==> src/rtl/rsa_pkg.sv <==
// Shared definitions for the Montgomery modular exponentiation block:
// operand/accumulator widths, the per-multiply cycle count and the FSM states.
package rsa_pkg;

    localparam int OP_W      = 8;
    localparam int ACC_W     = OP_W + 2;
    // One Montgomery multiply: OP_W iteration cycles plus one correction cycle
    localparam int MM_CYCLES = OP_W + 1;

    typedef enum logic [2:0] {
        IDLE  = 3'd0,
        LOAD  = 3'd1,
        PRE_M = 3'd2,
        PRE_X = 3'd3,
        SQR   = 3'd4,
        MUL   = 3'd5,
        POST  = 3'd6,
        DONE  = 3'd7
    } state_t;

endpackage

==> src/rtl/rsa_mont_mul.sv <==
// Radix-2 bit-serial Montgomery multiplier, p = a*b*2^-W mod n.
// go latches the operands; ready is high during the final correction cycle,
// exactly W+1 cycles after the go edge, with the reduced product on p.
module rsa_mont_mul
    import rsa_pkg::*;
#(
    parameter int W = OP_W
) (
    input  logic         clk,
    input  logic         rst_n,
    input  logic         go,
    input  logic [W-1:0] a,
    input  logic [W-1:0] b,
    input  logic [W-1:0] n,
    output logic         ready,
    output logic [W-1:0] p
);

    // Two guard bits: acc stays below 2n and acc + b + n stays below 4n
    localparam int AW = W + 2;
    localparam int CW = $clog2(W + 1);

    logic [W-1:0]  a_q;
    logic [W-1:0]  b_q;
    logic [W-1:0]  n_q;
    logic [AW-1:0] acc;
    logic [CW-1:0] cnt;
    logic          active;

    logic [AW-1:0] sum_b;
    logic [AW-1:0] sum_n;
    logic [AW-1:0] acc_nxt;
    logic [AW-1:0] acc_sub;

    // One iteration step and the final conditional subtraction
    always_comb begin
        sum_b   = acc + ({AW{a_q[0]}} & {2'b00, b_q});
        sum_n   = sum_b + ({AW{sum_b[0]}} & {2'b00, n_q});
        acc_nxt = sum_n >> 1;
        acc_sub = acc - {2'b00, n_q};
        p       = (acc >= {2'b00, n_q}) ? acc_sub[W-1:0] : acc[W-1:0];
        ready   = active && (cnt == CW'(W));
    end

    // Operand capture, W iteration cycles, then one correction cycle
    always_ff @(posedge clk) begin
        if (!rst_n) begin
            a_q    <= '0;
            b_q    <= '0;
            n_q    <= '0;
            acc    <= '0;
            cnt    <= '0;
            active <= 1'b0;
        end else if (go) begin
            a_q    <= a;
            b_q    <= b;
            n_q    <= n;
            acc    <= '0;
            cnt    <= '0;
            active <= 1'b1;
        end else if (active) begin
            if (cnt != CW'(W)) begin
                acc <= acc_nxt;
                a_q <= a_q >> 1;
                cnt <= cnt + CW'(1);
            end else begin
                active <= 1'b0;
            end
        end
    end

endmodule

==> src/rtl/rsa_mont_exp.sv <==
// Modular exponentiation C = M^E mod N using left-to-right square-and-multiply
// in the Montgomery domain, with one shared bit-serial Montgomery multiplier.
// Each multiply's result is forwarded straight into the next multiply so that
// consecutive multiplies run back to back.
// Optional feature: define RSA_MOD_CHECK_EN to reject even moduli or N < 3
// (err set, result forced to 0); otherwise err is tied low.
module rsa_mont_exp
    import rsa_pkg::*;
#(
    parameter int W = OP_W
) (
    input  logic         clk,
    input  logic         rst_n,
    input  logic         start,
    input  logic         stop,
    input  logic [W-1:0] plain_text,
    input  logic [W-1:0] exponent,
    input  logic [W-1:0] modulus,
    input  logic [W-1:0] mont_const,
    output logic [W-1:0] result,
    output logic         busy,
    output logic         done,
    output logic         err
);

    localparam int IW = $clog2(W);
    localparam logic [W-1:0] ONE_W = W'(1);

    state_t        state;
    logic [W-1:0]  m_q;
    logic [W-1:0]  e_q;
    logic [W-1:0]  n_q;
    logic [W-1:0]  r2_q;
    logic [W-1:0]  mbar;
    logic [IW-1:0] bit_idx;

    logic          mm_go;
    logic [W-1:0]  mm_a;
    logic [W-1:0]  mm_b;
    logic          mm_ready;
    logic [W-1:0]  mm_p;

`ifdef RSA_MOD_CHECK_EN
    logic          err_q;
    logic          mod_bad;

    assign mod_bad = !n_q[0] || (n_q < W'(3));
    assign err     = err_q;
`else
    assign err     = 1'b0;
`endif

    assign busy = (state != IDLE) && (state != DONE);

    rsa_mont_mul #(.W(W)) u_mm (
        .clk   (clk),
        .rst_n (rst_n),
        .go    (mm_go),
        .a     (mm_a),
        .b     (mm_b),
        .n     (n_q),
        .ready (mm_ready),
        .p     (mm_p)
    );

    // Launch the next multiply on the edge the current one completes
    always_comb begin
        mm_go = 1'b0;
        mm_a  = mm_p;
        mm_b  = mm_p;
        case (state)
            LOAD: begin
`ifdef RSA_MOD_CHECK_EN
                if (!mod_bad) begin
                    mm_go = 1'b1;
                    mm_a  = m_q;
                    mm_b  = r2_q;
                end
`else
                mm_go = 1'b1;
                mm_a  = m_q;
                mm_b  = r2_q;
`endif
            end
            PRE_M: begin
                mm_go = mm_ready;
                mm_a  = ONE_W;
                mm_b  = r2_q;
            end
            PRE_X: begin
                mm_go = mm_ready;
            end
            SQR: begin
                mm_go = mm_ready;
                if (e_q[bit_idx]) begin
                    mm_a = mbar;
                end else if (bit_idx == '0) begin
                    mm_b = ONE_W;
                end
            end
            MUL: begin
                mm_go = mm_ready;
                if (bit_idx == '0) begin
                    mm_b = ONE_W;
                end
            end
            default: begin
                mm_go = 1'b0;
            end
        endcase
    end

    // Control FSM, operand capture and result/flag registers
    always_ff @(posedge clk) begin
        if (!rst_n) begin
            state   <= IDLE;
            m_q     <= '0;
            e_q     <= '0;
            n_q     <= '0;
            r2_q    <= '0;
            mbar    <= '0;
            bit_idx <= '0;
            result  <= '0;
            done    <= 1'b0;
`ifdef RSA_MOD_CHECK_EN
            err_q   <= 1'b0;
`endif
        end else if (stop) begin
            state <= IDLE;
            done  <= 1'b0;
        end else begin
            case (state)
                IDLE, DONE: begin
                    if (start) begin
                        m_q     <= plain_text;
                        e_q     <= exponent;
                        n_q     <= modulus;
                        r2_q    <= mont_const;
                        bit_idx <= IW'(W - 1);
                        done    <= 1'b0;
`ifdef RSA_MOD_CHECK_EN
                        err_q   <= 1'b0;
`endif
                        state   <= LOAD;
                    end
                end
                LOAD: begin
`ifdef RSA_MOD_CHECK_EN
                    // A bad modulus flags err first, then lands in DONE a cycle later
                    if (mod_bad) begin
                        if (err_q) begin
                            result <= '0;
                            done   <= 1'b1;
                            state  <= DONE;
                        end else begin
                            err_q  <= 1'b1;
                        end
                    end else begin
                        state <= PRE_M;
                    end
`else
                    state <= PRE_M;
`endif
                end
                PRE_M: begin
                    if (mm_ready) begin
                        mbar  <= mm_p;
                        state <= PRE_X;
                    end
                end
                PRE_X: begin
                    if (mm_ready) begin
                        state <= SQR;
                    end
                end
                SQR: begin
                    if (mm_ready) begin
                        if (e_q[bit_idx]) begin
                            state <= MUL;
                        end else if (bit_idx == '0) begin
                            state <= POST;
                        end else begin
                            bit_idx <= bit_idx - IW'(1);
                        end
                    end
                end
                MUL: begin
                    if (mm_ready) begin
                        if (bit_idx == '0) begin
                            state <= POST;
                        end else begin
                            bit_idx <= bit_idx - IW'(1);
                            state   <= SQR;
                        end
                    end
                end
                POST: begin
                    if (mm_ready) begin
                        result <= mm_p;
                        done   <= 1'b1;
                        state  <= DONE;
                    end
                end
                default: begin
                    state <= IDLE;
                end
            endcase
        end
    end

endmodule

==> config.mk <==
export PLATFORM = sky130hd
export DESIGN_NAME = rsa_mont_exp
export DESIGN_NICKNAME = d
export VERILOG_FILES = /design/src/rtl/rsa_pkg.sv /design/src/rtl/rsa_mont_mul.sv /design/src/rtl/rsa_mont_exp.sv
export SDC_FILE = /design/constraint.sdc
export NUM_CORES = 1
export LEC_CHECK = 0
export CAP_MARGIN = 5
export CORE_MARGIN = 2
export CORE_UTILIZATION = 35
export CTS_BUF_LIST = sky130_fd_sc_hd__clkbuf_8
export CTS_CLUSTER_DIAMETER = 60
export DETAILED_ROUTE_END_ITERATION = 7
export GPL_TIMING_DRIVEN = 0
export PLACE_DENSITY = 0.5
export SKIP_CTS_REPAIR_TIMING = 1
export SLEW_MARGIN = 40
export SYNTH_ARGS = -nofsm -noshare
export SYNTH_HDL_FRONTEND = slang
export SYNTH_SLANG_ARGS = --single-unit
==> constraint.sdc <==
create_clock -name clk -period 3.9 [get_ports clk]
set_input_delay 0.39 -clock clk [delete_from_list [all_inputs] [get_ports clk]]
set_output_delay 0.39 -clock clk [all_outputs]
set_load 0.01 [all_outputs]
Word-level counts from Yosys, hierarchy flattened
Index checks and enable logic that the tools add are counted.
- bits in registers: 93
- output and inout port bits: 11
- logic and storage cells: 100
- $add $sub $neg: 5
- magnitude comparators: 2
- eq/ne operators: 18
- mux-type cells: 34
- bitwise gates (word level): 4
- reduce and logical (&&, ||, !) cells: 22
- operator list (kind ; count):
    8-bit two-way mux ; 7
    8-bit case mux with 3 select lines ; 2
    3-bit two-way mux ; 13
    3-bit case mux with 7 select lines ; 1
    10-bit by 8-bit AND with 10-bit output ; 2
    2-bit != test (second input constant) ; 7
    3-bit == test (second input constant) ; 4
    3-bit AND reduction ; 4
    10-bit adder ; 1
    9-bit by 10-bit adder with 10-bit output ; 1
    9-bit by 8-bit greater-or-equal comparator with 1-bit output ; 1
    3-bit case mux with 3 select lines ; 1
    2-bit OR reduction ; 4
    8-bit subtractor ; 1
    7-bit AND reduction ; 1
    3-bit by 2-bit == test with 1-bit output (second input constant) ; 2
    3-bit zero test ; 2
    1-bit two-way mux ; 6
    3-bit != test (second input constant) ; 2
    6-bit AND reduction ; 1
    2-bit nonzero test ; 3
    3-bit nonzero test ; 2
    4-bit by 1-bit adder with 4-bit output (second input constant) ; 1
    4-bit == test (second input constant) ; 1
    11 further kinds ; 15

Longest topological paths before layout
- depth in word-level cells: 5
- depth in mapped cells: 14
- mapped depth without buffers: 14

Cells and area by module
From an unflattened synthesis, not the netlist that was laid out.
- cell total of the unflattened synthesis: 657
- area total of the unflattened synthesis: 5532.8 um2
- modules (own cells, without submodules) (module ; times used ; cells an instance ; area an instance (um2) ; sequential area each (um2)):
    rsa_mont_mul ; 1 ; 336 ; 2785.2 ; 760.7
    rsa_mont_exp ; 1 ; 321 ; 2747.6 ; 1101.1

Worst setup path before layout
OpenSTA, ideal clock, no wires.
- path type: flip-flop to flip-flop
- start point: reg u_mm.a_q[0]
- end point: reg u_mm.acc[6]
- data arrival time: 2725 ps
- data required time: 3829 ps
- path slack: 1105 ps
- cell stages (with the launch flop): 15
- period minus slack after synthesis: 2795 ps
- cells stage by stage: dfxtp_1 > and2_1 > ha_1 > a21o_1 > a311oi_1 > inv_1 > a21oi_1 > xnor2_1 > ha_1 > nand3_1 > a21oi_1 > o41ai_1 > xnor2_1 > nand2_1 > a21oi_1
- cells in the longest elaborated chain, start to end: 4
- ends and longest elaborated chain (element ; RTL line ; text):
    start: declaration ; rsa_mont_mul.sv:23 ; logic [W-1:0] a_q;
    start signal: assignment ; rsa_mont_mul.sv:64 ; a_q <= a_q >> 1;
    10-bit by 8-bit AND with 10-bit output (*) ; rsa_mont_mul.sv:37 ; sum_b = acc + ({AW{a_q[0]}} & {2'b00, b_q});
    9-bit by 10-bit adder with 10-bit output (*) ; rsa_mont_mul.sv:37 ;
    10-bit by 8-bit AND with 10-bit output ; rsa_mont_mul.sv:38 ; sum_n = sum_b + ({AW{sum_b[0]}} & {2'b00, n_q});
    10-bit adder (*) ; rsa_mont_mul.sv:38 ;
    end signal: assignment ; rsa_mont_mul.sv:63 ; acc <= acc_nxt;
    end: declaration ; rsa_mont_mul.sv:26 ; logic [AW-1:0] acc;
Every way passes the cells marked *; elsewhere a longest branch is shown, timed or not.
A chain may end at the register's enable or synchronous reset.

Worst setup path in the final report
Same ends and word-level chain as after synthesis.

==> results.cfg <==
[outcome]
outcome = finished clean

[global_routing]
grt_pass1_vias = 4755
antenna_found_initial = 0
grt_util_all_layers_pct = 19.25
grt_pass1_wl_microns = 24430
grt_max_degree = 18
overflow = 0

[timing]
fin_crit_sh_pct = 82.21
max_slew.worst_pin.slew_ps = 818.8
setup_viol = 0
fin_setup_tns_ps = 0
slew_headroom_pct = 44.00
skew_ps = 17.99
finalCriticalPeriod_ps = 3206
finalWorstSetupSlack_ps = 693.8
finalHoldViolCount = 0
rsz0062_at_grt = no
slew_viol_final = 0
max_freq_ghz = 0.3119

[power_and_ir_drop]
p_int_mw = 1.396
switching_share_pct = 28.89
seqPwrFrac_pct = 51.1
power.combinational.fraction_pct = 13.8
p_per_area_nw_per_um2 = 320.5
clkPwrFrac_pct = 35.2
p_leak_nw = 2.303
total_power_mw = 1.963
p_sw_mw = 0.5673
vdd_drop_max_uv = 169.2

[worst_setup_path]
r2r_slack_ps = 690
cp.required_ps = 4220
crit_arrival_ps = 3520
path_class = reg -> reg
end_kind = flop
cp_max_fo = 9
start_kind = flop

[synthesis]
syn-num-nets = 726
synth_area_sq_um = 5228
netlist_instances = 659
synthFlopType = dfxtp_1
netlist-cell-type-count = 64
async_reset_ff_share_pct = 0
synth_edf_count = 0
ys_ff_latch = 93
yosysSeqAreaShare_pct = 35.62
post_synth.cell_area_avg_sq_um = 7.932
ys_warn_count = 0

[placement]
place_congestion = 0.8478
place_hpwl_microns = 11750
port_buffers = 44
post-place-ws_ps = 743.8

[route]
ant_nets = 0
via_per_inst = 5.394
vias = 4871
drt_wl_total_microns = 14870
drc = 0
routedWlPerCell_microns = 16.47
drt-initial-drc-count = 305
dr.pass1.iters = 5

[floorplan]
num_rows = 44
pin_count = 47
coreArea_sq_um = 14590
start_util_pct = 35.83
fp.dieH_microns = 126.2
dieArea_sq_um = 15930
die_w_microns = 126.2

[clock_tree]
cts_tree = yes
cts.path.max_buffers = 2
htree_levels = 3
path_clk_slew_ps = 110
numCtsBuffers = 9
clockRootBuffer = clkbuf_8
clkLatencyLatePin_ps = 380
numClockSinks = 93

[cells_and_area]
antenna_cells = 0
seqCellArea_sq_um = 1862
drive_gt1_share_pct = 5.424
syn2layout_area_growth_pct = 17.19
fin_nets = 781
nFillCells = 1536
multi_input_area_sq_um = 3134

[worst_hold_path]
hold_path_class = reg -> reg

[job]
drv_cap = 0
-- per-stage QoR --
| stage | cell area [sq um] | hold slack [ps] | utilization, % | cells |
|---|---|---|---|---|
| 6_report | 6126 | 459.1 | 41.99 | 903 |
| 3_5_place_dp | 5911 | 448.0 | 40.51 | 887 |
| 4_1_cts | 6116 | 461.5 | 41.92 | 903 |
| 2_1_floorplan | 5228 | 430.6 | - | 659 |
| 3_3_place_gp | 5898 | 441.8 | 40.43 | 887 |
| 5_1_grt | 6126 | 487.1 | 41.99 | 903 |
-- metal layers --
metal | part of all wire (%) | track usage [%]
met4 | 1.5 | 6.464
met1 | 49 | 26.05
met2 | 46 | 31.63
met3 | 3.6 | 2.676
met5 | 0 | 0
-- path summary, 6_finish.rpt --
path                      end  cells past startpoint         from
setup / recovery  u_mm.acc[6]                     14  u_mm.a_q[0]
hold / removal    u_mm.n_q[7]                      2       n_q[7]
setup reg to reg  u_mm.acc[6]                     14  u_mm.a_q[0]
hold reg to reg   u_mm.n_q[7]                      2       n_q[7]
-- flip-flops by register name, summed over array words and instances (netlist names), 4 cells and up --
name / count
e_q: 8
m_q: 8
mbar: 8
n_q: 8
r2_q: 8
result: 8
u_mm.a_q: 8
u_mm.acc: 9
u_mm.b_q: 8
u_mm.cnt: 4
u_mm.n_q: 8
-- synthesized netlist by cell type, types with 4 or more instances --
library cell  instances  area, sq um
o21a_1                4        30.03
nor2b_1               8        50.05
a221oi_1              9        78.83
inv_1                27        101.4
o21ai_0              35        175.2
xor2_1                6        52.55
o2bb2ai_1             6        52.55
a211oi_1             10        75.07
a21oi_1              82        410.4
nand2_1             123        461.7
mux2i_1               9        90.09
and2_1               17        106.4
nand3_1              13        65.06
o22ai_1               6        37.54
nor2_1               42        157.7
buf_2                 6        30.03
dfxtp_1              93         1862
clkbuf_1             25        93.84
a2bb2oi_1             6        52.55
nor3_1               10        50.05
ha_1                 28        350.3
nand2b_1              5        31.28
o41ai_1               8        70.07
xnor2_1              10        87.58
-- cell families after synthesis --
logic type | Yosys count | synth area share [%]
simple gates | 238 | 20.75
buf+inv | 64 | 4.859
compound gates | 204 | 25.16
mux | 12 | 3.016
other cells | 1 | 0.07174
fa+ha+maj | 31 | 7.851
xor+xnor | 16 | 2.681
flops | 93 | 35.62
-- power by group through the flow --
| stage | Clock (mW) | Combinational [mW] | Sequential, mW |
|---|---|---|---|
| floorplan | 0 | 0.171 | 1.01 |
| global placement | 0 | 0.265 | 1.02 |
| detailed placement | 0 | 0.269 | 1.03 |
| CTS | 0.709 | 0.270 | 1.00 |
| global route | 0.753 | 0.300 | 1.01 |
| finish | 0.690 | 0.270 | 1.00 |
-- worst max-delay path, stage by stage (launching register included) --
cell and delay, ps:
dfxtp_1 450, and2_1 210, ha_1 240, a21o_1 170, a311oi_1 370, inv_1 70, a21oi_1 200, xnor2_1 180
ha_1 310, nand3_1 90, a21oi_1 70, o41ai_1 380, xnor2_1 170, nand2_1 70, a21oi_1 150
-- area by class of cell --
cell class	count	area share [%]
clock buffers	9	2.022
repair buffers	44	7.190
inverters	28	1.716
flip-flops and latches	93	30.39
clock inverters	7	1.328
multi-input cells	502	51.16
well taps	184	3.758
plain buffers	36	2.431
-- layout by cell type, fill, tap and decap left out, types with 10 or more instances in the layout --
cell               n
nand2_1          123
dfxtp_1           93
a21oi_1           82
clkdlybuf4s50_1   44
nor2_1            42
o21ai_0           35
ha_1              28
inv_1             27
clkbuf_1          25
and2_1            17
nand3_1           13
xnor2_1           10
(Power assumes the default switching activity.)
